[config.mk]
export PLATFORM = sky130hd
export DESIGN_NAME = seq_pattern_detector
export DESIGN_NICKNAME = d
export VERILOG_FILES = /design/src/rtl/seq_pattern_detector.sv
export SDC_FILE = /design/constraint.sdc
export NUM_CORES = 1
export LEC_CHECK = 0
export CAP_MARGIN = 40
export CORE_MARGIN = 1.5
export CORE_UTILIZATION = 49
export DETAILED_ROUTE_END_ITERATION = 10
export GPL_ROUTABILITY_DRIVEN = 1
export MAX_ROUTING_LAYER = met4
export PLACE_DENSITY = 0.89
export REMOVE_ABC_BUFFERS = 1
export SLEW_MARGIN = 30
export SYNTH_ARGS = -nofsm -noshare
export SYNTH_HDL_FRONTEND = slang
export SYNTH_SLANG_ARGS = --single-unit
[constraint.sdc]
create_clock -name clk -period 2.8 [get_ports clk]
set_clock_uncertainty 0.2 [all_clocks]
set_input_delay 0.7 -clock clk [delete_from_list [all_inputs] [get_ports clk]]
set_output_delay 0.7 -clock clk [all_outputs]
set_load 0.01 [all_outputs]
[src/rtl/seq_pattern_detector.sv]
// Serial bit-pattern detector with a loadable pattern, a per-bit care mask,
// selectable overlapping detection and a saturating match counter.
module seq_pattern_detector #(
  parameter int               PAT_W     = 4,
  parameter int               CNT_W     = 8,
  parameter logic [PAT_W-1:0] RESET_PAT = 4'b1101
) (
  input  logic             clk,
  input  logic             reset_n,
  input  logic             cfg_load,
  input  logic [PAT_W-1:0] cfg_pattern,
  input  logic [PAT_W-1:0] cfg_mask,
  input  logic             cfg_overlap,
  input  logic             clear,
  input  logic             a_valid,
  input  logic             a,
  output logic             smile,
  output logic             armed,
  output logic [CNT_W-1:0] match_count
);

  localparam int FW = $clog2(PAT_W + 1);
  localparam logic [FW-1:0] FULL = FW'(PAT_W);

  logic [PAT_W-1:0] pat_q, pat_d;
  logic [PAT_W-1:0] mask_q, mask_d;
  logic             ovl_q, ovl_d;
  logic [PAT_W-1:0] hist_q, hist_d;
  logic [FW-1:0]    fill_q, fill_d;
  logic             smile_q, smile_d;
  logic [CNT_W-1:0] cnt_q, cnt_d;

  logic [PAT_W-1:0] nhist;
  logic [FW-1:0]    nfill;
  logic             hit;

  always_comb begin
    pat_d   = pat_q;
    mask_d  = mask_q;
    ovl_d   = ovl_q;
    hist_d  = hist_q;
    fill_d  = fill_q;
    smile_d = 1'b0;
    cnt_d   = cnt_q;
    nhist   = {hist_q[PAT_W-2:0], a};
    nfill   = (fill_q == FULL) ? FULL : fill_q + 1'b1;
    hit     = (nfill == FULL) &&
              (((nhist ^ pat_q) & mask_q) == '0);
    if (cfg_load) begin
      pat_d  = cfg_pattern;
      mask_d = cfg_mask;
      ovl_d  = cfg_overlap;
      hist_d = '0;
      fill_d = '0;
    end else if (clear) begin
      hist_d = '0;
      fill_d = '0;
      cnt_d  = '0;
    end else if (a_valid) begin
      hist_d  = nhist;
      smile_d = hit;
      // non-overlapping mode needs a full fresh window after a hit
      fill_d  = (hit && !ovl_q) ? '0 : nfill;
      if (hit && (cnt_q != '1)) cnt_d = cnt_q + 1'b1;
    end
  end

  always_ff @(posedge clk) begin
    if (!reset_n) begin
      pat_q   <= RESET_PAT;
      mask_q  <= '1;
      ovl_q   <= 1'b1;
      hist_q  <= '0;
      fill_q  <= '0;
      smile_q <= 1'b0;
      cnt_q   <= '0;
    end else begin
      pat_q   <= pat_d;
      mask_q  <= mask_d;
      ovl_q   <= ovl_d;
      hist_q  <= hist_d;
      fill_q  <= fill_d;
      smile_q <= smile_d;
      cnt_q   <= cnt_d;
    end
  end

  assign smile       = smile_q;
  assign armed       = (fill_q == FULL);
  assign match_count = cnt_q;

endmodule
Word-level counts from Yosys, hierarchy flattened
Index checks and enable logic that the tools add are counted.
W data, S select, Z words.

cells by class
  add/subtract/negate cells = 2
  equal/unequal tests = 3
  multiplexer cells = 5
  bitwise gates (word level) = 5
  reductions and logical operators = 10

operator list
  cell                   number
  $mux W8                3
  $add A8 B1 Y8 const B  1
  $ne A8 B8 Y1 const B   1
  $eq A3 B3 Y1 const B   2
  $mux W3                2
  $and A4 B4 Y4          1
  $logic_not A4 Y1       1
  $reduce_bool A2 Y1     2
  $reduce_or A4 Y1       1
  $xor A4 B4 Y4          1
  $add A3 B1 Y3 const B  1
  $logic_and A1 B1 Y1    3
  $not A1 Y1             3
  $reduce_and A3 Y1      1
  $reduce_or A3 Y1       1
  $logic_not A1 Y1       1

storage, ports and cells
  register bits after elaboration = 24
  output and inout port bits = 10

Longest topological paths before layout
Gate-level depths: netlist of run 1.

  word-level depth = 8
  depth in mapped cells = 8

Worst setup path before layout of run 1
No wires, ideal clock.

  path type = register to register
  start point = register fill_q[0]
  end point = register cnt_q[7] (netlist: match_count[7])
  setup time = 0.135 ns
  data arrival time = 2.133 ns
  setup slack = 0.332 ns
  stages on the path, launching flop included = 9
  path buffers = 1
  clock period less this slack = 2.468 ns
  cells stage by stage = dfxtp_1 -> inv_1 -> ha_1 -> or3b_1 -> a222oi_1 -> nand4_1 -> buf_2 -> o311ai_0 -> o41ai_1

between the ends
  word-level cells in the longest chain between the ends = 7
  elaborated cells on any way between the ends = 8
  classes of those cells = add/sub: 1; eq/ne: 2; mux: 1; reduce/logical: 4

ends and longest elaborated chain
  what                                                  RTL line  text
  start: declaration                                    29        logic [FW-1:0] fill_q, fill_d;
  start signal: assignment                              82        fill_q <= fill_d;
  $add A3 B1 Y3 / $eq A3 B3 Y1 (equally long branches)  46        nfill = (fill_q == FULL) ? FULL : fill_q + 1'b1;
  $mux W3 *                                             46
  $eq A3 B3 Y1 *                                        47        hit = (nfill == FULL) &&
  $logic_and A1 B1 Y1 *                                 47
  $logic_and A1 B1 Y1 *                                 64        if (hit && (cnt_q != '1)) cnt_d = cnt_q + 1'b1;
  $reduce_bool A2 Y1 (no line) *                        -
  $reduce_and A3 Y1 (no line) *                         -
  end signal: assignment                                84        cnt_q <= cnt_d;
  end: declaration                                      31        logic [CNT_W-1:0] cnt_q, cnt_d;

Mark *: on every way between the ends. The rest lies on a longest branch, timed or not.
A chain may end at the register's enable or synchronous reset.

Worst setup path in the final report of run 1
  start point = register fill_q[1]
  end point = register cnt_q[5] (netlist: match_count[5])

Same word-level chain as after synthesis.

==> results of run 1 <==
-- cells in the mapped netlist, drive strengths merged (2+ instances only) --
master,n,area [sq um]
nand3b,2,15.0
and2,3,18.8
buf,3,13.8
ha,3,37.5
nor2,11,41.3
o311ai,3,26.3
xor2,4,35.0
nand3,4,20.0
inv,7,26.3
dfxtp,24,480
and3,2,12.5
a21oi,3,15.0
a21boi,2,15.0
nand2,15,56.3
clkbuf,2,7.51
o41ai,4,35.0
nor2b,3,18.8
a31o,2,17.5
mux2i,13,130
nand2b,2,12.5
-- path summary, 6_finish.rpt --
kind / start / end / slack (ns) / cells after the start
setup reg to reg: fill_q[1] / match_count[5] / 0.15 / 7
hold reg to reg: match_count[6] / match_count[6] / 0.27 / 2
setup / recovery: fill_q[1] / match_count[5] / 0.15 / 7
hold / removal: match_count[6] / match_count[6] / 0.27 / 2
-- per-layer routing --
metal	part of all wire (%)	up-vias	GRT usage, %
li1	-	510	-
met1	41	488	25.7
met2	53	26	41.3
met3	3.9	4	3.51
met4	1.7	0	10.8
met5	0	-	-
-- power by group through the flow --
stage               sequential [uW]  clock [uW]  combinational (uW)
floorplan                       362           0                28.6
global placement                363           0                62.7
detailed placement              363           0                66.2
CTS                             356         186                66.7
global route                    357         199                73.4
finish                          356         185                66.7
-- area by class of cell --
class                           instances  area share [%]
Clock buffer                            4            2.45
Inverter                                7            1.77
Multi-Input combinational cell         90            41.2
Sequential cell                        24            32.5
Tap cell                               28            2.36
Timing Repair Buffer                   31            19.7
-- worst register-to-register path, delay by kind of cell, from the launching register on --
family	cells	cell delay, ns
compound gates	2	0.47
fa+ha+maj	1	0.29
flops	1	0.37
buf+inv	1	0.05
simple gates	3	1.23
-- stage by stage --
stage,TNS (ns),setup WS (ns)
3_3_place_gp,0,0.124
4_1_cts,0,0.0220
3_5_place_dp,0,0.0433
2_1_floorplan,0,0.101
5_1_grt,-0.00426,-0.00426
6_report,0,0.150
-- kinds of logic (layout without fill, tap and decap cells) --
family	after synthesis	in the layout	share of synthesized area, %
xor gates and xnor gates	4	4	3.08
adders and majority gates	3	3	3.30
muxes	13	13	11.4
AOI/OAI and AO/OA	21	21	14.6
buffers and inverters	12	42	4.18
and+or+nand+nor	49	49	21.2
DFF	24	24	42.2
-- registers in the layout (all words and copies together), names as in the netlist --
signal and count:
match_count 8, mask_q 4, pat_q 4, fill_q 3, hist_q 3, ovl_q 1, smile 1
-- repair_timing --
action	in CTS	in global routing
endpoints found under the setup margin	0	4
resized for setup	0	2
buffers inserted	0	0
==> reports/results.tsv, run 1 <==
stage	metric	value	unit
status	status	completed	
global_route	Total GRT Usage	23.4	%
placed_design	dpl cell area	0.00145	sq mm
sta	Max Fclk	377	MHz
power	P_sw	140	uW
clock_tree	Max H-tree Level	1	
power	Switching Share	23.1	%
floorplanning	Core Box Area	0.00221	sq mm
floorplanning	I/O pins	25	
finish	Final Instance Area	0.00148	sq mm
sta	Tightest Pin Transition	0.629	ns
power	Pleak	0.000571	uW
logic_synthesis	area of the mapped netlist	0.00114	sq mm
routing	Routed WL per cell	14.0	um
routing	DRC viols	0	
global_route	first-pass GRT wire length	4.38	mm
setup_path	CP peak stage delay	0.57	ns
job	max cap viols	0	
setup_path	Required @ worst endpoint	2.86	ns
power	maximum VDD drop	0.000439	V
setup_path	CP Launch Type	register	
routing	DR iter-0 viols	17	
floorplanning	die width	51.2	um
power	Power Density	409	mW/mm^2
logic_synthesis	Post-Syn Instances	126	
hold_path	worst hold path type	register to register	
clock_tree	TritonCTS clock tree	done	
finish	Post-Layout Cell Count	184	
finish	final design utilization	67.0	%
routing	final wirelength	2.57	mm
logic_synthesis	Seq/Total Area, Yosys	42.2	%
finish	multi-input logic area	611	sq um
setup_path	CP top delay family	simple AND/OR/NAND/NOR gates	
sta	minimum clock period	2.65	ns
routing	Detail Route Antenna Nets	0	
logic_synthesis	Distinct cells, synth	36	
setup_path	Setup crit end kind	register	
global_route	grt ovf	0	
logic_synthesis	Post-synth EDFFs	0	
clock_tree	Num CTS Buffers	3	
routing	router iterations before antenna repair	4	
power	Int Power	467	uW
clock_tree	Worst-path clk slew	0.13	ns
clock_tree	Max clock buf depth	2	
sta	final slew viol count	0	
logic_synthesis	Synth Warn #	0	
floorplanning	Die Ht	51.2	um
global_route	vias in the first global route	1007	
setup_path	CP Class	register to register	
finish	most common cell after layout, fill and taps aside	clkdlybuf4s50_1	
logic_synthesis	dominant synthesized flop cell	dfxtp_1	
placed_design	# port buffers	24	
clock_tree	# hold bufs at CTS	0	
floorplanning	DIE AREA	0.00262	sq mm
power	Final Total Pwr	607	uW
clock_tree	CTS Sinks	24	
logic_synthesis	FF+latch count, synth	24	
logic_synthesis	Synth async-reset ratio	0	%
finish	# diodes	0	
sta	minimum hold slack	0.274	ns
global_route	initial antenna violation count	0	
setup_path	Worst Path Arrival	2.71	ns
setup_path	Buf/Inv on CP	1	
setup_path	Cell Chain, Critical Path	inv_1, ha_1, or3b_1, a222oi_1, nand4_1, or4_1, a21boi_1	
clock_tree	Worst-Skew Late Latency	0.32	ns
finish	Area Overhead vs Synth	30.2	%
sta	RSZ-0062 raised after global routing	yes	
logic_synthesis	Synth Area per Inst	9.04	sq um
setup_path	highest-delay cell along the critical path	or4_1	
clock_tree	CTS Root Cell	clkbuf_4	
placed_design	# placed instances	180	
placed_design	RD Place Congestion	0.890	
sta	Slew headroom	58.0	%
sta	endpoints failing hold	0	
routing	DR vias/cell	5.59	
finish	most frequent cells in the layout	clkdlybuf4s50_1 (24), dfxtp_1 (23), nand2_1 (15), mux2i_1 (13), nor2_1 (11)	
finish	share of layout cells above drive strength 1	9.62	%
sta	Setup violations, final	0	
finish	NumNets Final	175	
floorplanning	# rows	17	
global_route	largest net degree at the start of global routing	14	
routing	via count	1028	
placed_design	HPWL after DPL	1.99	mm
finish	Fillers	191	
power	Logic pwr share	11.0	%
power	sequential share of power	58.6	%
finish	Seq. cell area	482	sq um
setup_path	CP Max Fanout	6	
floorplanning	starting density of the core	51.5	%
power	clock power share	30.4	%
sta	crit share post-route	94.7	%
No activity file was read; power rests on OpenSTA's default activity.
==> inputs of run 2 (changes only) <==
ABC_AREA = 1   (was default)
CORE_UTILIZATION = 50   (was 49)
CTS_CLUSTER_DIAMETER = 150   (was default)
==> reports/results.tsv, run 2 <==
stage	metric	value	unit	change
finish	# diodes	0		unchanged
global_route	first-pass GRT wire length	4.52	mm	was 4.38 mm
clock_tree	CTS Root Cell	clkbuf_4		unchanged
placed_design	# placed instances	234		was 180
sta	Setup violations, final	0		unchanged
placed_design	HPWL after DPL	1.99	mm	about the same
global_route	Total GRT Usage	22.5	%	was 23.4%
logic_synthesis	FF+latch count, synth	24		unchanged
global_route	vias in the first global route	1033		was 1,007
power	Switching Share	26.5	%	was 23.1%
logic_synthesis	Post-synth EDFFs	0		unchanged
floorplanning	Die Ht	53.5	um	was 51.2 um
setup_path	Setup crit end kind	primary output		was register
power	clock power share	28.2	%	was 30.4%
logic_synthesis	Distinct cells, synth	24		was 36
clock_tree	post-cts gate resize count	0		unchanged
setup_path	CP Class	register to primary output		was register to register
floorplanning	die width	53.5	um	was 51.2 um
logic_synthesis	Seq/Total Area, Yosys	37.7	%	was 42.2%
routing	DRC viols	0		unchanged
power	Pleak	0.000634	uW	was 0.000571 uW
power	Logic pwr share	15.9	%	was 11.0%
routing	DR iter-0 viols	23		was 17
finish	Area Overhead vs Synth	23.2	%	was 30.2%
sta	final setup margin	0.308	ns	was 0.150 ns
setup_path	worst reg2reg startpoint	fill_q[0]		was fill_q[1]
placed_design	# port buffers	24		unchanged
placed_design	Place WS	0.422	ns	was 0.0433 ns
finish	Post-Layout Cell Count	238		was 184
setup_path	reg2reg setup slack	0.88	ns	was 0.15 ns
routing	Detail Route Antenna Nets	0		unchanged
clock_tree	# hold bufs at CTS	0		unchanged
logic_synthesis	synth top area cells	dfxtp_1 (38%), nand2_1 (14%), nand3_1 (7.5%)		was dfxtp_1 (42%), mux2i_1 (11%), nand2_1 (4.9%)
setup_path	CP Max Fanout	5		was 6
setup_path	CP Launch Type	register		unchanged
clock_tree	Worst-Skew Late Latency	0.32	ns	about the same
hold_path	worst hold path type	register to register		unchanged
power	sequential share of power	55.9	%	was 58.6%
power	P_sw	174	uW	was 140 uW
logic_synthesis	Synth Area per Inst	6.97	sq um	was 9.04 sq um
routing	DR vias/cell	5.13		was 5.59
global_route	initial antenna violation count	0		unchanged
clock_tree	Worst-path clk slew	0.13	ns	about the same
finish	max FFs per register	8		unchanged
clock_tree	TritonCTS clock tree	done		unchanged
finish	most common cell after layout, fill and taps aside	nand2_1		was clkdlybuf4s50_1
sta	minimum hold slack	0.282	ns	was 0.274 ns
floorplanning	DIE AREA	0.00286	sq mm	was 0.00262 sq mm
routing	via count	1222		was 1,028
power	Int Power	485	uW	was 467 uW
finish	Fillers	212		was 191
finish	share of layout cells above drive strength 1	11.5	%	was 9.62%
finish	most frequent cells in the layout	nand2_1 (48), dfxtp_1 (24), clkdlybuf4s50_1 (24), inv_1 (22), nand3_1 (19)		was clkdlybuf4s50_1 (24), dfxtp_1 (23), nand2_1 (15), mux2i_1 (13), nor2_1 (11)
hold_path	worst hold start	ovl_q		was match_count[6]
sta	final slew viol count	0		unchanged
logic_synthesis	Synth Warn #	0		unchanged
sta	Max Fclk	401	MHz	was 377 MHz
power	Power Density	420	mW/mm^2	was 409 mW/mm^2
sta	crit share post-route	89.0	%	was 94.7%
sta	Tightest Pin Transition	0.329	ns	was 0.629 ns
job	max cap viols	0		unchanged
finish	NumNets Final	227		was 175
logic_synthesis	dominant synthesized flop cell	dfxtp_1		unchanged
clock_tree	CTS Sinks	24		unchanged
setup_path	worst setup path startpoint	fill_q[0]		was fill_q[1]
logic_synthesis	Synth top cells by count	nand2_1 (48), dfxtp_1 (24), inv_1 (22), nand3_1 (19), a21oi_1 (16)		was dfxtp_1 (24), nand2_1 (15), mux2i_1 (13), nor2_1 (11), inv_1 (7)
sta	Slew headroom	78.0	%	was 58.0%
sta	minimum clock period	2.49	ns	was 2.65 ns
clock_tree	Max H-tree Level	1		unchanged
status	status	completed		unchanged
routing	Routed WL per cell	11.4	um	was 14.0 um
logic_synthesis	Post-Syn Instances	183		was 126
logic_synthesis	share of the synthesized area in the top cell type	37.7	%	was 42.2%
clock_tree	Setup Buffers After CTS	0		unchanged
placed_design	RD Place Congestion	0.798		was 0.890
logic_synthesis	top-count cell post-synth	nand2_1		was dfxtp_1
clock_tree	Max clock buf depth	2		unchanged
sta	RSZ-0062 raised after global routing	no		was yes
sta	endpoints failing hold	0		unchanged
global_route	grt ovf	0		unchanged
logic_synthesis	area of the mapped netlist	0.00127	sq mm	was 0.00114 sq mm
routing	router iterations before antenna repair	4		unchanged
clock_tree	Num CTS Buffers	3		unchanged
floorplanning	# rows	18		was 17
setup_path	Worst Path Arrival	1.59	ns	was 2.71 ns
power	maximum VDD drop	0.000418	V	was 0.000439 V
setup_path	Required @ worst endpoint	1.90	ns	was 2.86 ns
logic_synthesis	Synth area leader	dfxtp_1		unchanged
logic_synthesis	Synth async-reset ratio	0	%	unchanged
global_route	largest net degree at the start of global routing	14		unchanged
floorplanning	I/O pins	25		unchanged
floorplanning	Core Box Area	0.00245	sq mm	was 0.00221 sq mm
floorplanning	starting density of the core	51.9	%	was 51.5%
sta	final setup TNS	0	ns	unchanged
routing	final wirelength	2.71	mm	was 2.57 mm
## run 2: cell count changes after synthesis, sizes merged, moves of 3 or more
cell / previous run / this run
a21oi: 3 / 20
and2: 3 / 0
inv: 7 / 24
mux2i: 13 / 0
nand2: 15 / 51
nand3: 4 / 24
nor2: 11 / 14
nor2b: 3 / 0
o21ai: 1 / 7
o311ai: 3 / 0
o41ai: 4 / 0
xor2: 4 / 1
## run 2: cell type report
| cell class | count | area [sq um] | share of cell area (%) |
|---|---|---|---|
| Inverter | 24 | 90.1 | 5.74 |
| Sequential cell | 24 | 480 | 30.6 |
| Clock buffer | 4 | 36.3 | 2.31 |
| Tap cell | 30 | 37.5 | 2.39 |
| Multi-Input combinational cell | 129 | 663 | 42.2 |
| Timing Repair Buffer | 27 | 263 | 16.7 |
## run 2: path summary, 6_finish.rpt
kind | to | cells past startpoint
hold reg to reg | ovl_q | 2
setup / recovery | armed | 5
setup reg to reg | match_count[7] | 10
hold / removal | ovl_q | 2
## run 2: logic make-up (layout without fill, tap and decap cells)
group / count (synthesis) / in the layout / synth area share [%]
and+or+nand+nor: 95 / 95 / 34.8
AOI/OAI and AO/OA: 30 / 30 / 13.5
buffers and inverters: 30 / 55 / 10.3
DFF: 24 / 24 / 37.7
adders and majority gates: 3 / 3 / 2.94
xor gates and xnor gates: 1 / 1 / 0.687
## run 2: power by group through the flow
stage | Clock (uW) | Combinational, uW | Sequential, uW
2_1_floorplan | 0 | 53.3 | 375
3_5_place_dp | 0 | 104 | 376
4_1_cts | 187 | 105 | 368
5_1_grt | 204 | 117 | 371
6_report | 186 | 105 | 369
3_3_place_gp | 0 | 102 | 375
## run 2: worst max-delay path: stages (launching register included)
cell	delay [ns]
dfxtp_1	0.34
inv_1	0.10
ha_1	0.17
nand2_2	0.08
inv_1	0.06
clkdlybuf4s50_1	0.52
## run 2: metal layers
layer  part of all wire, %  GRT usage (%)
met1                    46           26.3
met2                    49           38.1
met3                   3.3           5.08
met4                   1.4           7.26
met5                     0              -
## run 2: metrics by stage
step	power, uW	instance area [sq um]	util, %
finish	659	1570	64.0
global route	692	1570	64.0
CTS	660	1570	64.0
detailed placement	480	1530	62.5
global placement	477	1530	62.5
floorplan	428	1230	-
